File: config.mk
export PLATFORM = sky130hd
export DESIGN_NAME = coef_update_ctrl_flat
export DESIGN_NICKNAME = d
export VERILOG_FILES = /design/src/rtl/coef_ctrl_pkg.sv /design/src/rtl/coef_update_ctrl_if.sv /design/src/rtl/coef_beat_timer.sv /design/src/rtl/coef_update_ctrl.sv /design/src/flat_wrapper.sv
export SDC_FILE = /design/constraint.sdc
export NUM_CORES = 1
export LEC_CHECK = 0
export ABC_AREA = 1
export CORE_ASPECT_RATIO = 1.2
export CORE_MARGIN = 4
export CORE_UTILIZATION = 36
export CTS_BUF_LIST = sky130_fd_sc_hd__clkbuf_8
export DETAILED_ROUTE_END_ITERATION = 6
export SLEW_MARGIN = 20
export SYNTH_ARGS = -nofsm -noshare
export SYNTH_HDL_FRONTEND = slang
export SYNTH_SLANG_ARGS = --single-unit
File: constraint.sdc
create_clock -name iClk_12M -period 1.6 [get_ports iClk_12M]
set_input_delay 0.16 -clock iClk_12M [delete_from_list [all_inputs] [get_ports iClk_12M]]
set_output_delay 0.16 -clock iClk_12M [all_outputs]
set_load 0.005 [all_outputs]
File: src/rtl/coef_ctrl_pkg.sv
// Shared constants and state encoding for the coefficient update sequencer.
// The 6-bit FSM_Top address bus fixes the set length at 64 words.
package coef_ctrl_pkg;

  localparam int NUM_COEF        = 64;
  localparam int ADDR_W          = 6;
  localparam int DATA_W          = 16;
  localparam int DEF_TIMEOUT_CYC = 255;

  typedef enum logic [2:0] {
    ST_IDLE    = 3'd0,
    ST_SYNC    = 3'd1,
    ST_ARM     = 3'd2,
    ST_WRITE   = 3'd3,
    ST_DRAIN   = 3'd4,
    ST_RELEASE = 3'd5,
    ST_ABORT   = 3'd6
  } state_t;

endpackage

File: src/rtl/coef_update_ctrl_if.sv
// Coefficient stream (valid/ready) plus the FSM_Top coefficient RAM access bus.
// The sequencer is the master: it consumes the stream and drives the bus.
interface coef_update_ctrl_if;
  import coef_ctrl_pkg::*;

  logic              iCoefValid;
  logic [DATA_W-1:0] iCoefData;
  logic              oCoefReady;
  logic              oUpdateFlag;
  logic [ADDR_W-1:0] oAddr;
  logic              oCsn;
  logic              oWrn;
  logic [DATA_W-1:0] oWrDt;

  modport master (
    input  iCoefValid, iCoefData,
    output oCoefReady, oUpdateFlag, oAddr, oCsn, oWrn, oWrDt
  );

  modport slave (
    output iCoefValid, iCoefData,
    input  oCoefReady, oUpdateFlag, oAddr, oCsn, oWrn, oWrDt
  );

endinterface

File: src/rtl/coef_beat_timer.sv
// Saturating idle-cycle counter; timeout is high once TIMEOUT_CYC idle cycles
// have been counted since the last clear.
module coef_beat_timer #(
  parameter int TIMEOUT_CYC = 255
) (
  input  logic clk,
  input  logic srst,
  input  logic clr,
  input  logic en,
  output logic timeout
);

  localparam int CNT_W = $clog2(TIMEOUT_CYC + 1);
  localparam logic [CNT_W-1:0] CNT_MAX = CNT_W'(TIMEOUT_CYC);

  logic [CNT_W-1:0] cnt_reg;

  always_ff @(posedge clk) begin
    if (srst) begin
      cnt_reg <= '0;
    end else if (clr) begin
      cnt_reg <= '0;
    end else if (en && (cnt_reg != CNT_MAX)) begin
      cnt_reg <= cnt_reg + 1'b1;
    end
  end

  assign timeout = (cnt_reg == CNT_MAX);

endmodule

File: src/rtl/coef_update_ctrl.sv
// Loads a full coefficient set into the FIR coefficient banks through the FSM_Top
// access bus, aligned to a 600 kHz sample strobe, with stall timeout and abort.
module coef_update_ctrl
  import coef_ctrl_pkg::*;
#(
  parameter int TIMEOUT_CYC = DEF_TIMEOUT_CYC
) (
  input  logic                      iClk_12M,
  input  logic                      iRst,
  input  logic                      iEnSample600k,
  input  logic                      iStart,
  input  logic                      iErrClr,
  coef_update_ctrl_if.master        bus,
  output logic                      oBusy,
  output logic                      oDone,
  output logic                      oErr
);

  // One extra count bit so the counter can reach NUM_COEF without wrapping.
  localparam int CNT_W = $clog2(NUM_COEF) + 1;
  localparam logic [CNT_W-1:0] LAST_IDX = CNT_W'(NUM_COEF - 1);
  localparam logic [CNT_W-1:0] SET_LEN  = CNT_W'(NUM_COEF);

  state_t            state_reg, state_next;
  logic [CNT_W-1:0]  count_reg, count_next;
  logic              ready_reg, ready_next;
  logic              flag_reg,  flag_next;
  logic              csn_reg,   csn_next;
  logic              wrn_reg,   wrn_next;
  logic [ADDR_W-1:0] addr_reg,  addr_next;
  logic [DATA_W-1:0] wrdt_reg,  wrdt_next;
  logic              busy_reg,  busy_next;
  logic              done_reg,  done_next;
  logic              err_reg,   err_next;

  logic beat;
  logic last_beat;
  logic issue_write;
  logic timer_clr;
  logic timer_en;
  logic timeout;

  assign beat        = (state_reg == ST_WRITE) && bus.iCoefValid && ready_reg;
  assign last_beat   = beat && (count_reg == LAST_IDX);
  assign issue_write = beat && (count_reg < SET_LEN);

  // Leaving WRITE clears the timer, so every entry to WRITE starts from zero.
  assign timer_clr = beat || (state_reg != ST_WRITE);
  assign timer_en  = (state_reg == ST_WRITE);

  coef_beat_timer #(
    .TIMEOUT_CYC (TIMEOUT_CYC)
  ) u_beat_timer (
    .clk     (iClk_12M),
    .srst    (iRst),
    .clr     (timer_clr),
    .en      (timer_en),
    .timeout (timeout)
  );

  always_comb begin
    state_next = state_reg;
    case (state_reg)
      ST_IDLE:    if (iStart) state_next = ST_SYNC;
      ST_SYNC:    if (iEnSample600k) state_next = ST_ARM;
      ST_ARM:     state_next = ST_WRITE;
      ST_WRITE: begin
        if (last_beat) begin
          state_next = ST_DRAIN;
        end else if (!beat && timeout) begin
          state_next = ST_ABORT;
        end
      end
      ST_DRAIN:   state_next = ST_RELEASE;
      ST_RELEASE: state_next = ST_IDLE;
      ST_ABORT:   state_next = ST_IDLE;
      default:    state_next = ST_IDLE;
    endcase
  end

  // Outputs are decoded from the next state so they appear registered in the
  // same cycle the FSM enters the corresponding state.
  always_comb begin
    count_next = count_reg;
    ready_next = (state_next == ST_WRITE);
    flag_next  = (state_next == ST_ARM)   || (state_next == ST_WRITE) ||
                 (state_next == ST_DRAIN) || (state_next == ST_RELEASE) ||
                 (state_next == ST_ABORT);
    csn_next   = 1'b1;
    wrn_next   = 1'b1;
    addr_next  = addr_reg;
    wrdt_next  = wrdt_reg;
    busy_next  = (state_next != ST_IDLE);
    done_next  = (state_reg == ST_RELEASE);
    err_next   = err_reg;

    if ((state_next == ST_SYNC) || (state_next == ST_ABORT)) begin
      count_next = '0;
    end else if (issue_write) begin
      count_next = count_reg + 1'b1;
    end

    if (issue_write) begin
      csn_next  = 1'b0;
      wrn_next  = 1'b0;
      addr_next = count_reg[ADDR_W-1:0];
      wrdt_next = bus.iCoefData;
    end

    // A fresh abort outranks a simultaneous clear request.
    if (state_next == ST_ABORT) begin
      err_next = 1'b1;
    end else if (iErrClr) begin
      err_next = 1'b0;
    end
  end

  always_ff @(posedge iClk_12M) begin
    if (iRst) begin
      state_reg <= ST_IDLE;
      count_reg <= '0;
      ready_reg <= 1'b0;
      flag_reg  <= 1'b0;
      csn_reg   <= 1'b1;
      wrn_reg   <= 1'b1;
      addr_reg  <= '0;
      wrdt_reg  <= '0;
      busy_reg  <= 1'b0;
      done_reg  <= 1'b0;
      err_reg   <= 1'b0;
    end else begin
      state_reg <= state_next;
      count_reg <= count_next;
      ready_reg <= ready_next;
      flag_reg  <= flag_next;
      csn_reg   <= csn_next;
      wrn_reg   <= wrn_next;
      addr_reg  <= addr_next;
      wrdt_reg  <= wrdt_next;
      busy_reg  <= busy_next;
      done_reg  <= done_next;
      err_reg   <= err_next;
    end
  end

  assign bus.oCoefReady  = ready_reg;
  assign bus.oUpdateFlag = flag_reg;
  assign bus.oCsn        = csn_reg;
  assign bus.oWrn        = wrn_reg;
  assign bus.oAddr       = addr_reg;
  assign bus.oWrDt       = wrdt_reg;
  assign oBusy           = busy_reg;
  assign oDone           = done_reg;
  assign oErr            = err_reg;

endmodule

File: src/flat_wrapper.sv
// flat-port wrapper written by rule: the top's interface ports become plain ports
module coef_update_ctrl_flat import coef_ctrl_pkg::*;
#(
  parameter int TIMEOUT_CYC = DEF_TIMEOUT_CYC
)
  (iClk_12M, iRst, iEnSample600k, iStart, iErrClr, oBusy, oDone, oErr, bus_iCoefValid, bus_iCoefData, bus_oCoefReady, bus_oUpdateFlag, bus_oAddr, bus_oCsn, bus_oWrn, bus_oWrDt);
  coef_update_ctrl_if bus_i ();
  input  logic iClk_12M;
  input  logic iRst;
  input  logic iEnSample600k;
  input  logic iStart;
  input  logic iErrClr;
  output logic oBusy;
  output logic oDone;
  output logic oErr;
  input wire logic [$bits(bus_i.iCoefValid)-1:0] bus_iCoefValid;
  input wire logic [$bits(bus_i.iCoefData)-1:0] bus_iCoefData;
  output wire logic [$bits(bus_i.oCoefReady)-1:0] bus_oCoefReady;
  output wire logic [$bits(bus_i.oUpdateFlag)-1:0] bus_oUpdateFlag;
  output wire logic [$bits(bus_i.oAddr)-1:0] bus_oAddr;
  output wire logic [$bits(bus_i.oCsn)-1:0] bus_oCsn;
  output wire logic [$bits(bus_i.oWrn)-1:0] bus_oWrn;
  output wire logic [$bits(bus_i.oWrDt)-1:0] bus_oWrDt;
  assign bus_i.iCoefValid = bus_iCoefValid;
  assign bus_i.iCoefData = bus_iCoefData;
  assign bus_oCoefReady = bus_i.oCoefReady;
  assign bus_oUpdateFlag = bus_i.oUpdateFlag;
  assign bus_oAddr = bus_i.oAddr;
  assign bus_oCsn = bus_i.oCsn;
  assign bus_oWrn = bus_i.oWrn;
  assign bus_oWrDt = bus_i.oWrDt;
  coef_update_ctrl #(.TIMEOUT_CYC(TIMEOUT_CYC)) u_core (.iClk_12M(iClk_12M), .iRst(iRst), .iEnSample600k(iEnSample600k), .iStart(iStart), .iErrClr(iErrClr), .bus(bus_i), .oBusy(oBusy), .oDone(oDone), .oErr(oErr));
endmodule
Yosys cells after proc, flatten, opt, wreduce, memory -nomap -nowiden --
Index checks and enable logic that the tools add are counted.
Word-level totals: bits in registers 46, bits of input ports 22, logic and storage cells 55, output and inout bits 29
Cells by class: order comparisons 1, equality and inequality tests 15, reduce and logical (&&, ||, !) cells 18, $add $sub $neg 2, mux-type cells 8
Operators by type and width (number):
- $eq A3 B3 Y1 const B | 5
- $pmux W3 S5 | 1
- $eq A3 B2 Y1 const B | 4
- $mux W3 | 4
- $add A8 B1 Y8 const B | 1
- $eq A8 B8 Y1 const B | 1
- $ne A8 B8 Y1 const B | 1
- $add A7 B1 Y7 const B | 1
- $eq A7 B6 Y1 const B | 1
- $lt A7 B7 Y1 const B | 1
- $eq A3 B1 Y1 const B | 2
- $logic_and A1 B1 Y1 | 6
- $logic_or A1 B1 Y1 | 6
- $reduce_or A2 Y1 | 2
- $logic_not A3 Y1 | 1
- $mux W1 | 3
- $ne A3 B2 Y1 const B | 1
- $reduce_bool A3 Y1 | 1
- $reduce_bool A2 Y1 | 1
- $logic_not A1 Y1 | 1

Logic depth before layout (Yosys ltp) --
Gate-level depths: netlist of run 1.
depth after elaboration 13, mapped depth 10, mapped depth without buffers 10

Cells and area by module --
From an unflattened synthesis of run 1, not the netlist that was laid out.
Second synthesis, totals: cells, all modules 268, area, all modules 1960.6 um^2
By module, submodules not included:
- coef_update_ctrl | cells an instance 196, instances 1, area an instance 1503.9 um^2, seq. area each 760.7 um^2
- coef_beat_timer | cells an instance 72, instances 1, area an instance 456.7 um^2, seq. area each 160.2 um^2

Least setup slack after synthesis of run 1 --
No wires, ideal clock.
path type register -> register, start point register u_core.count_reg[0], end point register u_core.count_reg[0], required time 1536 ps, library setup time 64 ps, data arrival time 1348 ps, period minus slack after synthesis 1412 ps, setup slack 188 ps, cell stages (with the launch flop) 10, buffers on the path 0, cells stage by stage dfxtp_1 > ha_1 > nand3_1 > nor2_1 > nand2_1 > nand2_1 > nand2_2 > nand3_1 > nand3_4 > nor2_2
Between the ends: cells in the longest elaborated chain, start to end 7, elaborated cells on any way between the ends 11, those cells by class add/sub: 1; order compare: 1; eq/ne: 3; mux: 2; reduce/logical: 4
RTL lines:
- from (decl) | line coef_update_ctrl.sv:25 | logic [CNT_W-1:0] count_reg, count_next;
- from (signal assigned) | line coef_update_ctrl.sv:133 | count_reg <= count_next;
- $eq A7 B6 Y1 | line coef_update_ctrl.sv:44 | assign last_beat = beat && (count_reg == LAST_IDX);
- $logic_and A1 B1 Y1 | line coef_update_ctrl.sv:44
- $mux W3 | line coef_update_ctrl.sv:68 | if (last_beat) begin
- $pmux W3 S5 | line coef_update_ctrl.sv:63 | case (state_reg)
- $eq A3 B1 Y1 or $eq A3 B3 Y1 (tied branches) | line coef_update_ctrl.sv:97 | if ((state_next == ST_SYNC) || (state_next == ST_ABORT)) begin
- $logic_or A1 B1 Y1 | line coef_update_ctrl.sv:97
- $reduce_or A2 Y1 (no source line)
Several ways; a longest one is shown, not always the timed one. A chain may end at the register's enable or synchronous reset.

Worst setup path after layout of run 1 --
start point register u_core.count_reg[1], end point register u_core.err_reg, in the netlist u_core.oErr
Between the ends: cells in the longest elaborated chain, start to end 6, elaborated cells on any way between the ends 7, those cells by class eq/ne: 2; mux: 3; reduce/logical: 2
RTL lines:
- $eq A7 B6 Y1 * | line coef_update_ctrl.sv:44
- $logic_and A1 B1 Y1 * | line coef_update_ctrl.sv:44
- $mux W3 * | line coef_update_ctrl.sv:68
- $pmux W3 S5 * | line coef_update_ctrl.sv:63
- $eq A3 B3 Y1 * | line coef_update_ctrl.sv:111 | if (state_next == ST_ABORT) begin
- $mux W1 or $reduce_bool A2 Y1 (tied branches)
- to (signal assigned) | line coef_update_ctrl.sv:142 | err_reg <= err_next;
- to (decl) | line coef_update_ctrl.sv:34 | logic err_reg, err_next;
Every way passes the cells marked *; elsewhere a longest branch is shown, timed or not.

==> results of run 1 <==
## routing by layer
layer | GRT usage (%) | part of all wire (%) | up-vias
met5 | 0 | 0 | -
met4 | 3.82 | 0.64 | 0
met3 | 4.66 | 6.6 | 2
met2 | 23.9 | 50 | 37
met1 | 15.6 | 43 | 760
li1 | - | - | 910
## area by class of cell
cell class	instances	area, sq um	share of cell area, %
clock inverter	1	30.0	1.10
tap	62	77.6	2.85
inverter	23	86.3	3.17
clock buffer	6	82.6	3.03
multi-input combinational	171	902	33.1
timing repair buffer	66	621	22.8
sequential	46	926	34.0
## metrics by stage
| step | instance area [sq um] | utilization [%] | setup WS [ns] |
|---|---|---|---|
| floorplan | 1950 | - | 0.188 |
| global placement | 2560 | 48.8 | -0.00867 |
| detailed placement | 2560 | 48.8 | -0.0193 |
| CTS | 2680 | 50.9 | 0.00224 |
| global route | 2730 | 51.8 | -0.0167 |
| finish | 2730 | 51.8 | 0.118 |
## placed cells by master, fill, tap and decap left out, types with 4 or more instances in the layout
cell type,netlist,final
clkdlybuf4s50_1,0,50
inv_1,22,22
nor3_1,5,5
buf_4,2,16
nor2_4,2,5
dfxtp_2,0,4
nor2_1,53,52
nand3_1,7,6
clkbuf_8,0,6
xor2_1,4,4
xnor2_1,4,4
nand2_1,31,30
o21ai_0,25,24
nand4_1,4,4
nand2_2,5,6
dfxtp_1,46,42
nor2_2,9,7
a21oi_1,10,10
## worst max-delay path by stage
stage               cells past startpoint  slack, ns                      startpoint                             end
global placement                       10     -0.009                  bus_iCoefValid             u_core.count_reg[1]
CTS                                     9      0.002  u_core.u_beat_timer.cnt_reg[1]  u_core.u_beat_timer.cnt_reg[6]
floorplan                               9       0.19             u_core.count_reg[0]             u_core.count_reg[0]
finish                                 10       0.12             u_core.count_reg[1]                     u_core.oErr
global route                            9      -0.02  u_core.u_beat_timer.cnt_reg[1]  u_core.u_beat_timer.cnt_reg[6]
detailed placement                      9      -0.02                  bus_iCoefValid             u_core.count_reg[0]
## worst max-delay path: stages (launching register included)
cell and delay (ns):
dfxtp_2 0.34, ha_2 0.17, nand3_1 0.10, nor2_1 0.14
nand2_1 0.11, nand2_1 0.09, nand2_2 0.07, nand2_2 0.08
nand2_2 0.08, buf_4 0.13, a21oi_1 0.12
## power groups by stage
stage                     combinational, W  clock, W  sequential [W]
after global routing              0.000210  0.000934         0.00118
final                             0.000193  0.000863         0.00118
after floorplan                  0.0000835         0         0.00120
after detailed placement          0.000186         0         0.00120
after global placement            0.000187         0         0.00120
after CTS                         0.000187  0.000895         0.00118
## what timing repair did
item / 4_1_cts / 5_1_grt
resized for setup: 0 / 12
buffers inserted: 0 / 2
endpoints found under the setup margin: 0 / 11
## kinds of logic (layout without fill, tap and decap cells)
family	Yosys count	after routing	share of synthesized area (%)
AND/OR/NAND/NOR	123	123	29.8
buffers and inverters	32	96	7.78
flip-flops	46	46	47.3
adder cells (fa/ha/maj)	2	2	1.29
AO/OA/AOI/OAI	37	37	9.77
XOR/XNOR	8	8	3.60
multiplexers	1	1	0.514
==> impl_metrics.yaml, run 1 <==
power:
  p_int_w: 0.00176
  pwr-share-comb_pct: 8.7
  p_clk_share_pct: 38.7
  swShare_pct: 20.9
  ir_worst_vdd_uv: 430
  power.leakage_nw: 1.12
  switchingPower_w: 0.000466
  finalPower_w: 0.00223
  sequentialPowerShare_pct: 52.7
  p_per_area_nw_per_um2: 819
global_routing:
  antenna_found_initial: 0
  gr-total-overflow: 0
  grt_usage_pct: 13.6
  grt_start_max_net_pins: 24
  grt_pass1_wl_um: 7130
  grt_pass1_vias: 1745
layout:
  antenna_cells: 0
  n_fill_cell: 521
  stdcell_count: 375
  largest_register_ffs: 16
  nets: 337
  area_growth_pct: 40.0
  final_layout_size_suffix_gt1_share_pct: 16.6
synthesis:
  synth_ff_type: "dfxtp_1"
  syn-cell-area_sq_um: 1950
  synthArstFlopShare_pct: 0
  syn_nets: 273
  yosysMostFrequentCell: "nor2_1"
  synth_edf_count: 0
  yosys.area.top_type: "dfxtp_1"
  synth_commonest_cells: "nor2_1 (53), dfxtp_1 (46), nand2_1 (31), o21ai_0 (25), inv_1 (22)"
  syn_area_per_cell_sq_um: 7.82
  yosysSeqAreaShare_pct: 47.3
  synthCells: 249
  ys_ff_latch: 46
  yosysTopAreaCellShare_pct: 47.3
  synth_warnings: 0
  synth.area.top_cells: "dfxtp_1 (47%), nor2_1 (10%), o21ai_0 (6.4%)"
  ys_types: 30
flow_run:
  maxCapViolations: 0
die:
  start_util_pct: 37.0
  die_area_sq_um: 6650
  ios: 51
  die_y_um: 88.6
  placementRows: 29
  fp.coreArea_sq_um: 5260
  dieWidth_um: 75.1
sta:
  rsz0062_at_grt: "yes"
  drv_slew: 0
  setup_viol: 0
  period_minus_slack_ns: 1.48
  finalSetupTns_ns: 0
  timing.fmax_mhz: 675
  skew_ns: 0.00248
  hold_violations: 0
  whs_ns: 0.450
  maxSlewHeadroom_pct: 74.8
  worst_slew_pin_slew_ns: 0.377
  fin_crit_sh_pct: 92.6
clock_tree:
  cts_tree: "built"
  cts-hold-fix-buffers: 0
  clockBufferDepth: 2
  cts.sinks: 46
  cts_buffers: 5
  htreeDepth: 2
  clockRootBuffer: "clkbuf_8"
  clk_pin_slew_ns: 0.08
  clock_latency_ns: 0.29
worst_setup_path:
  rr_startpoint: "u_core.count_reg[1]"
  r2r_end: "u_core.oErr"
  critical_path_class: "register to register"
  endpoint_kind: "register"
  cp-start-kind: "register"
  critPathMaxFanout: 3
  required_ns: 1.82
  critPathArrivalTime_ns: 1.70
  r2r_cells: 10
  rrSetupSlack_ns: 0.12
outcome:
  status: "complete, no violations"
detailed_routing:
  drc: 0
  routed_wl_um: 4210
  drt_pass1_iterations: 4
  dr_total_vias: 1709
  first_iter_violations: 37
  via_per_inst: 4.56
  drt-wirelength-per-cell_um: 11.2
  ant_nets: 0
hold_path:
  hp-class: "primary input to register"
  hold_end: "u_core.bus.oWrDt[2]"
  min_path_cells: 3
  hp-start: "bus_iCoefData[2]"
placed_design:
  dp.cells: 366
  place.gp.congestion: 0.835
  numPortBuffers: 50
  dpl.hpwl_um: 3120
No activity file was read; power rests on OpenSTA's default activity.
==> run 2: changes to the inputs <==
CAP_MARGIN = 15   (was default)
==> results of run 2 <==
Same layout as run 1: the final DEF is identical, and so are final timing and power.
